==> config.mk <==
export PLATFORM = sky130hd
export DESIGN_NAME = bp_me_cache_pkt_arbiter_flat
export DESIGN_NICKNAME = d
export VERILOG_FILES = /design/src/rtl/bp_me_cache_pkt_arbiter_if.sv /design/src/rtl/bp_me_cache_pkt_arbiter.sv /design/src/flat_wrapper.sv
export SDC_FILE = /design/constraint.sdc
export NUM_CORES = 1
export LEC_CHECK = 0
export ABC_AREA = 1
export CORE_AREA = 2 2 191 193
export DETAILED_ROUTE_END_ITERATION = 8
export DIE_AREA = 0 0 193 195
export PLACE_DENSITY = 0.39
export SLEW_MARGIN = 20
export SYNTH_ARGS = -nofsm -noshare
export SYNTH_HDL_FRONTEND = slang
export SYNTH_SLANG_ARGS = --single-unit
export TNS_END_PERCENT = 20
==> constraint.sdc <==
create_clock -name clk_i -period 2.1 [get_ports clk_i]
set_input_delay 0.21 -clock clk_i [delete_from_list [all_inputs] [get_ports clk_i]]
set_output_delay 0.21 -clock clk_i [all_outputs]
set_load 0.01 [all_outputs]
==> src/rtl/bp_me_cache_pkt_arbiter_if.sv <==
`default_nettype none
// +----------------------------------------------------------------------------+
// | bp_me_cache_pkt_arbiter_if                                                 |
// | Requester-side and cache-side packet/response bundle for the arbiter.     |
// | Revision: 1.0                                                              |
// +----------------------------------------------------------------------------+
interface bp_me_cache_pkt_arbiter_if #(
  parameter int num_req_p     = 2,
  parameter int paddr_width_p = 40,
  parameter int data_width_p  = 64
);
  // opcode + address + data + byte mask
  localparam int bsg_cache_pkt_width_lp = 6 + paddr_width_p + data_width_p + (data_width_p >> 3);

  logic [num_req_p*bsg_cache_pkt_width_lp-1:0] req_pkt_i;
  logic [num_req_p-1:0]                        req_v_i;
  logic [num_req_p-1:0]                        req_lock_i;
  logic [num_req_p-1:0]                        req_ready_o;
  logic [data_width_p-1:0]                     req_data_o;
  logic [num_req_p-1:0]                        req_v_o;
  logic [num_req_p-1:0]                        req_yumi_i;
  logic [bsg_cache_pkt_width_lp-1:0]           cache_pkt_o;
  logic                                        cache_pkt_v_o;
  logic                                        cache_pkt_ready_i;
  logic [data_width_p-1:0]                     cache_data_i;
  logic                                        cache_v_i;
  logic                                        cache_yumi_o;

  modport slave (
    input  req_pkt_i, req_v_i, req_lock_i, req_yumi_i,
    input  cache_pkt_ready_i, cache_data_i, cache_v_i,
    output req_ready_o, req_data_o, req_v_o,
    output cache_pkt_o, cache_pkt_v_o, cache_yumi_o
  );

  modport master (
    output req_pkt_i, req_v_i, req_lock_i, req_yumi_i,
    output cache_pkt_ready_i, cache_data_i, cache_v_i,
    input  req_ready_o, req_data_o, req_v_o,
    input  cache_pkt_o, cache_pkt_v_o, cache_yumi_o
  );
endinterface
`default_nettype wire

==> src/rtl/bp_me_cache_pkt_arbiter.sv <==
`default_nettype none
// +----------------------------------------------------------------------------+
// | bp_me_cache_pkt_arbiter                                                    |
// | Round-robin/lockable arbiter sharing one bsg_cache packet port, with an   |
// | order FIFO steering in-order responses back to their requesters.          |
// | Revision: 1.0                                                              |
// +----------------------------------------------------------------------------+
module bp_me_cache_pkt_arbiter #(
  parameter int num_req_p         = 2,
  parameter int paddr_width_p     = 40,
  parameter int data_width_p      = 64,
  parameter int outstanding_els_p = 4
) (
  input  wire logic                clk_i,
  input  wire logic                reset_i,
  bp_me_cache_pkt_arbiter_if.slave bus
);

  localparam int bsg_cache_pkt_width_lp = 6 + paddr_width_p + data_width_p + (data_width_p >> 3);
  localparam int lg_req_lp    = (num_req_p > 1) ? $clog2(num_req_p) : 1;
  localparam int lg_els_lp    = (outstanding_els_p > 1) ? $clog2(outstanding_els_p) : 1;
  localparam int cnt_width_lp = $clog2(outstanding_els_p + 1);

  localparam logic [lg_req_lp-1:0]    c_last_rst = lg_req_lp'(num_req_p - 1);
  localparam logic [lg_els_lp-1:0]    c_ptr_max  = lg_els_lp'(outstanding_els_p - 1);
  localparam logic [cnt_width_lp-1:0] c_cnt_full = cnt_width_lp'(outstanding_els_p);

  logic                    r_reset_q;
  logic [lg_req_lp-1:0]    r_last;
  logic                    r_locked;
  logic [lg_req_lp-1:0]    r_owner;
  logic [lg_req_lp-1:0]    r_fifo_mem [outstanding_els_p];
  logic [lg_els_lp-1:0]    r_wptr;
  logic [lg_els_lp-1:0]    r_rptr;
  logic [cnt_width_lp-1:0] r_count;

  logic                    w_out_en;
  logic                    w_fifo_ready;
  logic                    w_fifo_v;
  logic                    w_can_issue;
  logic [num_req_p-1:0]    w_elig;
  logic [num_req_p-1:0]    w_grant;
  logic [lg_req_lp-1:0]    w_grant_idx;
  logic [lg_req_lp-1:0]    w_idx_sel;
  logic                    w_found;
  int                      w_idx;
  logic [lg_req_lp-1:0]    w_head;
  logic                    w_resp_v;
  logic                    w_deq;

  function automatic logic [lg_els_lp-1:0] f_ptr_inc(input logic [lg_els_lp-1:0] p);
    return (p == c_ptr_max) ? '0 : p + 1'b1;
  endfunction

  // Outputs stay quiet through reset and the first cycle after it.
  assign w_out_en     = ~reset_i & ~r_reset_q;
  assign w_fifo_ready = (r_count != c_cnt_full);
  assign w_fifo_v     = (r_count != '0);
  assign w_can_issue  = w_out_en & bus.cache_pkt_ready_i & w_fifo_ready;

  for (genvar i = 0; i < num_req_p; i++) begin : g_elig
    assign w_elig[i] = bus.req_v_i[i] & (~r_locked | (r_owner == lg_req_lp'(i)));
  end

  // Search starts one past the last grantee and wraps.
  always_comb begin
    w_found     = 1'b0;
    w_grant_idx = '0;
    w_idx       = 0;
    w_idx_sel   = '0;
    for (int off = 1; off <= num_req_p; off++) begin
      w_idx     = (int'(r_last) + off) % num_req_p;
      w_idx_sel = lg_req_lp'(w_idx);
      if (w_can_issue && !w_found && w_elig[w_idx_sel]) begin
        w_found     = 1'b1;
        w_grant_idx = w_idx_sel;
      end
    end
  end

  always_comb begin
    w_grant              = '0;
    w_grant[w_grant_idx] = w_found;
  end

  assign bus.req_ready_o   = w_grant;
  assign bus.cache_pkt_v_o = w_found;
  assign bus.cache_pkt_o   = bus.req_pkt_i[w_grant_idx*bsg_cache_pkt_width_lp +: bsg_cache_pkt_width_lp];

  assign w_head   = r_fifo_mem[r_rptr];
  assign w_resp_v = w_out_en & bus.cache_v_i & w_fifo_v;
  assign w_deq    = w_resp_v & bus.req_yumi_i[w_head];

  always_comb begin
    bus.req_v_o         = '0;
    bus.req_v_o[w_head] = w_resp_v;
  end

  assign bus.req_data_o   = bus.cache_data_i;
  assign bus.cache_yumi_o = w_deq;

  always_ff @(posedge clk_i) begin
    if (reset_i) begin
      r_reset_q <= 1'b1;
      r_last    <= c_last_rst;
      r_locked  <= 1'b0;
      r_owner   <= '0;
      r_wptr    <= '0;
      r_rptr    <= '0;
      r_count   <= '0;
    end else begin
      r_reset_q <= 1'b0;
      if (w_found) begin
        r_last   <= w_grant_idx;
        r_locked <= bus.req_lock_i[w_grant_idx];
        if (bus.req_lock_i[w_grant_idx]) begin
          r_owner <= w_grant_idx;
        end
        r_wptr <= f_ptr_inc(r_wptr);
      end
      if (w_deq) begin
        r_rptr <= f_ptr_inc(r_rptr);
      end
      case ({w_found, w_deq})
        2'b10:   r_count <= r_count + 1'b1;
        2'b01:   r_count <= r_count - 1'b1;
        default: r_count <= r_count;
      endcase
    end
  end

  // Storage needs no reset; occupancy is tracked by the pointers and count.
  always_ff @(posedge clk_i) begin
    if (w_found) begin
      r_fifo_mem[r_wptr] <= w_grant_idx;
    end
  end

  a_resp_with_outstanding : assert property (@(posedge clk_i) disable iff (reset_i)
    bus.cache_v_i |-> w_fifo_v);

endmodule
`default_nettype wire

==> src/flat_wrapper.sv <==
// flat-port wrapper written by rule: the top's interface ports become plain ports
module bp_me_cache_pkt_arbiter_flat 
#(
  parameter int num_req_p         = 2,
  parameter int paddr_width_p     = 40,
  parameter int data_width_p      = 64,
  parameter int outstanding_els_p = 4
)
  (clk_i, reset_i, bus_req_pkt_i, bus_req_v_i, bus_req_lock_i, bus_req_yumi_i, bus_cache_pkt_ready_i, bus_cache_data_i, bus_cache_v_i, bus_req_ready_o, bus_req_data_o, bus_req_v_o, bus_cache_pkt_o, bus_cache_pkt_v_o, bus_cache_yumi_o);
  bp_me_cache_pkt_arbiter_if #(.num_req_p(num_req_p), .paddr_width_p(paddr_width_p), .data_width_p(data_width_p)) bus_i ();
  input  wire logic clk_i;
  input  wire logic reset_i;
  input wire logic [$bits(bus_i.req_pkt_i)-1:0] bus_req_pkt_i;
  input wire logic [$bits(bus_i.req_v_i)-1:0] bus_req_v_i;
  input wire logic [$bits(bus_i.req_lock_i)-1:0] bus_req_lock_i;
  input wire logic [$bits(bus_i.req_yumi_i)-1:0] bus_req_yumi_i;
  input wire logic [$bits(bus_i.cache_pkt_ready_i)-1:0] bus_cache_pkt_ready_i;
  input wire logic [$bits(bus_i.cache_data_i)-1:0] bus_cache_data_i;
  input wire logic [$bits(bus_i.cache_v_i)-1:0] bus_cache_v_i;
  output wire logic [$bits(bus_i.req_ready_o)-1:0] bus_req_ready_o;
  output wire logic [$bits(bus_i.req_data_o)-1:0] bus_req_data_o;
  output wire logic [$bits(bus_i.req_v_o)-1:0] bus_req_v_o;
  output wire logic [$bits(bus_i.cache_pkt_o)-1:0] bus_cache_pkt_o;
  output wire logic [$bits(bus_i.cache_pkt_v_o)-1:0] bus_cache_pkt_v_o;
  output wire logic [$bits(bus_i.cache_yumi_o)-1:0] bus_cache_yumi_o;
  assign bus_i.req_pkt_i = bus_req_pkt_i;
  assign bus_i.req_v_i = bus_req_v_i;
  assign bus_i.req_lock_i = bus_req_lock_i;
  assign bus_i.req_yumi_i = bus_req_yumi_i;
  assign bus_i.cache_pkt_ready_i = bus_cache_pkt_ready_i;
  assign bus_i.cache_data_i = bus_cache_data_i;
  assign bus_i.cache_v_i = bus_cache_v_i;
  assign bus_req_ready_o = bus_i.req_ready_o;
  assign bus_req_data_o = bus_i.req_data_o;
  assign bus_req_v_o = bus_i.req_v_o;
  assign bus_cache_pkt_o = bus_i.cache_pkt_o;
  assign bus_cache_pkt_v_o = bus_i.cache_pkt_v_o;
  assign bus_cache_yumi_o = bus_i.cache_yumi_o;
  bp_me_cache_pkt_arbiter #(.num_req_p(num_req_p), .paddr_width_p(paddr_width_p), .data_width_p(data_width_p), .outstanding_els_p(outstanding_els_p)) u_core (.clk_i(clk_i), .reset_i(reset_i), .bus(bus_i));
endmodule
### Yosys cells after proc, flatten, opt, wreduce, memory -nomap -nowiden

Memories as Yosys holds them, arrays and structs flattened. A register that Yosys moved wholly into a read port is not among the register bits.
Index checks and enable logic that the tools add are counted.
W data, S select, Z words.

| storage, ports and cells | value |
|---|---|
| register bits | 11 |
| output and inout port bits | 188 |
| memory bits (writable) | 4 |
| memories | 1 |
| input port bits | 310 |

Memories:

| memory | words | bits a word | rd ports | clocked after Yosys merged registers in | write ports | RTL line | text |
|---|---|---|---|---|---|---|---|
| u_core.r_fifo_mem | 4 | 1 | 1 | 1 | 1 | bp_me_cache_pkt_arbiter.sv:32 | `logic [lg_req_lp-1:0] r_fifo_mem [outstanding_els_p];` |

| operators by class | value |
|---|---|
| equality and inequality tests | 5 |
| shift operators | 1 |
| magnitude comparators | 6 |
| muxes and demuxes | 24 |
| multipliers | 1 |
| reduce and logical (&&, ||, !) cells | 9 |
| bitwise operators | 16 |
| add/subtract/negate cells | 6 |

Operators with widths:

| kind | count |
|---|---|
| $shiftx A236 B9 Y118 | 1 |
| $mux W1 | 17 |
| $and A1 B1 Y1 | 8 |
| $lt A1 B2 Y1 const B | 4 |
| $mux W2 | 4 |
| $mul A1 B6 Y7 const B | 1 |
| $eq A2 B2 Y1 const B | 3 |
| $pmux W3 S2 | 1 |
| $logic_and A1 B1 Y1 | 5 |
| $add A2 B1 Y2 const B | 2 |
| $and A2 B2 Y2 | 2 |
| $not A1 Y1 | 4 |
| $add A3 B1 Y3 const B | 1 |
| $ne A3 B3 Y1 const B | 1 |
| $reduce_bool A3 Y1 | 1 |
| $sub A3 B1 Y3 const B | 1 |
| $add A1 B1 Y1 const B | 2 |
| $demux W1 S1 | 2 |
| $eq A2 B1 Y1 const B | 1 |
| $ge A1 B1 Y1 const B | 2 |
| $or A1 B1 Y1 | 2 |
| $reduce_and A2 Y1 | 1 |
| $reduce_bool A2 Y1 | 1 |
| $logic_not A1 Y1 | 1 |

### Longest topological paths before layout

| depth | value |
|---|---|
| depth after elaboration | 16 |
| gate-level depth with buffers | 14 |
| gate-level depth less buffers | 14 |

### Worst setup path before layout

No wires, ideal clock.

| timing | value |
|---|---|
| path type | register to register |
| start point | register (tool-made name) |
| end point | register u_core.r_count[2] |
| library setup time | 0.122 ns |
| arrival | 2.040 ns |
| setup slack | -0.062 ns |
| cell stages (with the launch flop) | 15 |
| path buffers | 0 |
| cells stage by stage | dfxtp_1 > inv_1 > nand2_1 > nand3_1 > nand2_1 > or2_2 > nand2_1 > nor2_1 > ha_1 > inv_1 > fa_1 > a21oi_1 > o21ai_0 > o21ai_0 > a21oi_1 |

RTL lines:

| element | RTL line | text |
|---|---|---|
| end signal, assigned | bp_me_cache_pkt_arbiter.sv:125 | `2'b10: r_count <= r_count + 1'b1;` |
| end signal, assigned | bp_me_cache_pkt_arbiter.sv:126 | `2'b01: r_count <= r_count - 1'b1;` |
| end signal, assigned | bp_me_cache_pkt_arbiter.sv:127 | `default: r_count <= r_count;` |
| end, declared | bp_me_cache_pkt_arbiter.sv:35 | `logic [cnt_width_lp-1:0] r_count;` |

### Worst setup path after layout

| timing | value |
|---|---|
| start point | input bus_req_v_i[1] |
| end point | output bus_cache_pkt_o[88] |

| on the way | value |
|---|---|
| word-level cells in the longest chain between the ends | 11 |
| elaborated cells on any way between the ends | 14 |

RTL lines:

| element | RTL line | text |
|---|---|---|
| start, declared | flat_wrapper.sv:14 | `input wire logic [$bits(bus_i.req_v_i)-1:0] bus_req_v_i;` |
| $and A1 B1 Y1 * | bp_me_cache_pkt_arbiter.sv:62 | `assign w_elig[i] = bus.req_v_i[i] & (~r_locked \| (r_owner == lg_req_lp'(i)));` |
| $mux W1 (implied by the code) (2 in series) | bp_me_cache_pkt_arbiter.sv:74 | `if (w_can_issue && !w_found && w_elig[w_idx_sel]) begin` |
| $logic_and A1 B1 Y1 | bp_me_cache_pkt_arbiter.sv:74 |  |
| $mux W1 | bp_me_cache_pkt_arbiter.sv:74 |  |
| $logic_not A1 Y1 | bp_me_cache_pkt_arbiter.sv:74 |  |
| $logic_and A1 B1 Y1 (2 in series) | bp_me_cache_pkt_arbiter.sv:74 |  |
| $mux W1 * | bp_me_cache_pkt_arbiter.sv:74 |  |
| $mul A1 B6 Y7 * | bp_me_cache_pkt_arbiter.sv:88 | `assign bus.cache_pkt_o = bus.req_pkt_i[w_grant_idx*bsg_cache_pkt_width_lp +: bsg_cache_pkt_width_lp];` |
| $shiftx A236 B9 Y118 * | bp_me_cache_pkt_arbiter.sv:88 |  |
| end, declared | flat_wrapper.sv:23 | `output wire logic [$bits(bus_i.cache_pkt_o)-1:0] bus_cache_pkt_o;` |

Every way passes the cells marked *; elsewhere a longest branch is shown, timed or not. The select of a mux whose other input is x is not followed.

==> Flow_metrics.wiki <==
{| class="wikitable"
! Metric !! Value
|-
| Status || finished, final reports clean
|-
| Portion of synthesized cell area occupied by the leading cell type || 49.0%
|-
| Number of CTS-inserted buffers || 3
|-
| Final Hold Vio Count || 0
|-
| Clock Sinks || 17
|-
| CTS max path bufs || 2
|-
| Clock tree from TritonCTS || done
|-
| Worst IR drop on VDD || 0.207 mV
|-
| Launch point of the worst reg-to-reg path || u_core.r_fifo_mem[1]
|-
| Register-to-register path setup slack || 80 ps
|-
| Total power of the final layout || 1.80 mW
|-
| First element of the critical path || bus_req_v_i[1]
|-
| Crit path max-delay cell type || sky130_fd_sc_hd__clkdlybuf4s50_1
|-
| Nature of the critical path endpoint || output pin
|-
| XOR/XNOR share of the synthesized area || 0%
|-
| Worst-path maximum fanout || 8
|-
| Number of enable flip-flop cells after synthesis || 4
|-
| Switching Fraction || 29.3%
|-
| Detailed-routing iteration count for the pre-antenna-repair pass || 4
|-
| Power per cell area || 252 mW/mm²
|-
| Arithmetic-cell share of the synthesized area counting full adders, half adders and majority gates || 3.28%
|-
| Clock slew seen by the registers of the worst setup and hold paths || 50 ps
|-
| Vias in the first global route || 4439
|-
| Hold WC Path Type || in -> reg
|-
| Category of the critical setup timing path || in -> out
|-
| Count leader, synth || sky130_fd_sc_hd__nand2_1
|-
| Routed length per placed instance || 14.0 µm
|-
| Combinational family with the most area after synthesis || simple AND/OR/NAND/NOR gates
|-
| Mapped Area || 0.00290 mm²
|-
| Die area || 0.0376 mm²
|-
| Most used flip-flop cell after synthesis || sky130_fd_sc_hd__dfxtp_1
|-
| Post-placement setup slack || -387 ps
|-
| Maximum number of pins on one net before global-route repair || 30
|-
| CTS root buffer || sky130_fd_sc_hd__clkbuf_16
|-
| Buffering stage count on the worst path with inverters included || 5
|-
| #FFs+latches synth || 17
|-
| Tightest slew margin relative to the limit || 75.8%
|-
| Data required time of the worst path || 1890 ps
|-
| Share of post-route cells with drive strength above 1 || 21.2%
|-
| Total net switching power || 0.525 mW
|-
| Layout net count || 1225
|-
| Count of buffers from port buffering || 369
|-
| Antenna violations before repair || 0
|-
| Vias per inst || 3.24
|-
| Die extent in x || 193 µm
|-
| Grt ovf || 0
|-
| First-pass GRT wire length || 25800 µm
|-
| Share of the cycle needed by the critical path after routing || 97.7%
|-
| Combinational fraction of design power || 58.7%
|-
| Cells after Synth || 560
|-
| Slew of the pin with the lowest slew margin || 360 ps
|-
| Maxcap violations || 0
|-
| Area fraction in compound gates after synthesis || 3.02%
|-
| Fin Clk Skew || 2.29 ps
|-
| Remaining antenna violation count || 0
|-
| Proportion of synthesized flip-flops having asynchronous set or reset || 0%
|-
| Cell count along the critical path || 9
|-
| Simple-Gate Fraction of Synth Area || 53.7%
|-
| Post-synthesis average cell area || 5.17 µm²
|-
| Leakage power || 3.44 nW
|-
| Core Box Area || 0.0354 mm²
|-
| Crit path arrival time || 1840 ps
|-
| Multiplexer fraction of the synthesized cell area || 0%
|-
| Cell Area, Placed || 0.00696 mm²
|-
| Starting density of the core || 8.18%
|-
| Top cell family by delay on the critical path || buffers and inverters
|-
| Worst Slack Setup Final || 49.3 ps
|-
| Dpl hpwl || 14900 µm
|-
| Number of nets in the synthesized netlist || 877
|-
| DRC || 0
|-
| Yosys warnings || 0
|-
| End of the critical path || bus_cache_pkt_o[88]
|-
| Endpoints failing setup || 0
|-
| Routed vias || 4427
|-
| GPL Wtd Cong || 0.854
|-
| End of the worst register-to-register path || u_core.r_count[2]
|-
| Row Count || 69
|-
| Total internal power || 1.27 mW
|-
| Global router's overall resource usage || 9.12%
|-
| Number of violations reported at the end of detailed-routing iteration 0 || 125
|-
| Antenna diode count || 0
|-
| Cells on worst reg2reg path || 13
|-
| Io pins || 498
|-
| Cells taking the most area after synthesis || sky130_fd_sc_hd__nand2_1 49%, sky130_fd_sc_hd__buf_4 17%, sky130_fd_sc_hd__dfxtp_1 9.0%
|-
| Sequential-to-total area share from yosys stat || 13.1%
|-
| Total routed wirelength || 19100 µm
|-
| Depth of the CTS H-tree || 1
|-
| Final design area excluding fillers || 0.00712 mm²
|-
| Critical Path Source Type || primary input
|-
| Library cell with the largest summed area after synthesis || sky130_fd_sc_hd__nand2_1
|-
| Cell chain of the critical path || clkdlybuf4s50_1 -> a21boi_4 -> nand3_4 -> inv_8 -> buf_12 -> buf_12 -> nand2_1 -> nand2_1 -> dlygate4sd2_1
|-
| Post-synth top cells || 378 x sky130_fd_sc_hd__nand2_1, 65 x sky130_fd_sc_hd__buf_4, 23 x sky130_fd_sc_hd__inv_1
|-
| Clock power share || 21.9%
|-
| Synth-to-layout area growth || 146%
|-
| Number of distinct library cell variants in the gate-level netlist after synthesis || 22
|-
| Highest cell delay on the worst timing path || 490 ps
|-
| Clock latency of the later-clocked register in the worst-skew pair || 250 ps
|-
| Number of pins exceeding their max-slew limit in the final report || 0
|-
| Reg power frac || 19.5%
|-
| Final period demand of the worst path || 2050 ps
|-
| Achievable frequency || 488 MHz
|-
| RSZ-0062 raised after global routing || true
|-
| Height of the die || 195 µm
|}
[area by class of cell]
type / instances / area [µm²]
fill: 4072 / 28300
timing repair buffer: 434 / 4170
multi-input combinational: 427 / 1810
tap: 461 / 577
sequential: 17 / 385
inverter: 25 / 101
clock buffer: 3 / 75.1
clock inverter: 1 / 5.00
[power by group through the flow]
stage	Sequential, mW	Clock (mW)	Combinational [mW]
finish	0.349	0.392	1.05
global route	0.351	0.421	1.15
CTS	0.349	0.405	1.08
detailed placement	0.356	0	1.13
global placement	0.356	0	1.13
floorplan	0.354	0	0.409
[logic make-up after synthesis]
group           count (synthesis)
compound gates                 16
buf+inv                       116
fa+ha+maj                       7
simple gates                  404
flops                          17
[metal layers]
layer	vias to the layer above	wire (µm)	global-route usage, %
met1	1840	6870	9.27
met3	39	2050	2.53
li1	2306	-	-
met4	0	446	2.61
met2	242	9760	17.8
met5	-	0	0
[placed cells by master (no fill, tap or decap), drive strengths merged, types with 4 or more instances in the layout]
master | synthesis | final
a21oi | 8 | 8
buf | 89 | 101
clkbuf | 2 | 38
clkdlybuf4s15 | 0 | 38
clkdlybuf4s50 | 0 | 244
dfxtp | 13 | 13
dlygate4sd2 | 0 | 13
edfxtp | 4 | 4
ha | 6 | 6
inv | 25 | 25
nand2 | 378 | 378
nand3 | 8 | 8
nor2 | 13 | 13
o21ai | 5 | 5
[metrics by stage]
| stage | utilization [%] | instances | hold slack (ps) | TNS [ps] |
|---|---|---|---|---|
| floorplan | - | 560 | 238 | 0 |
| global placement | 19.7 | 1346 | 420 | -37520 |
| detailed placement | 19.7 | 1346 | 420 | -37400 |
| CTS | 20.3 | 1365 | 411 | -75.6 |
| global route | 20.1 | 1368 | 420 | -450 |
| finish | 20.1 | 1368 | 408 | 0 |
[worst min path at each step]
stage / depth (start not counted) / to / slack (ps) / startpoint
2_1_floorplan: 0 / u_core.r_reset_q / 240 / reset_i
4_1_cts: 2 / u_core.r_reset_q / 410 / reset_i
3_5_place_dp: 0 / bus_req_data_o[12] / 420 / bus_cache_data_i[12]
5_1_grt: 0 / bus_req_data_o[54] / 420 / bus_cache_data_i[54]
6_report: 2 / u_core.r_reset_q / 410 / reset_i
3_3_place_gp: 0 / bus_req_data_o[12] / 420 / bus_cache_data_i[12]
[timing repair]
| item | CTS | global route |
|---|---|---|
| pin swaps | 4 | 7 |
| endpoints found under the setup margin | 123 | 120 |
| buffers inserted | 10 | 1 |
| hold buffers | 0 | 0 |
| gates resized for setup | 332 | 85 |
| gates cloned | 5 | 5 |
No activity file was read; power rests on OpenSTA's default activity.
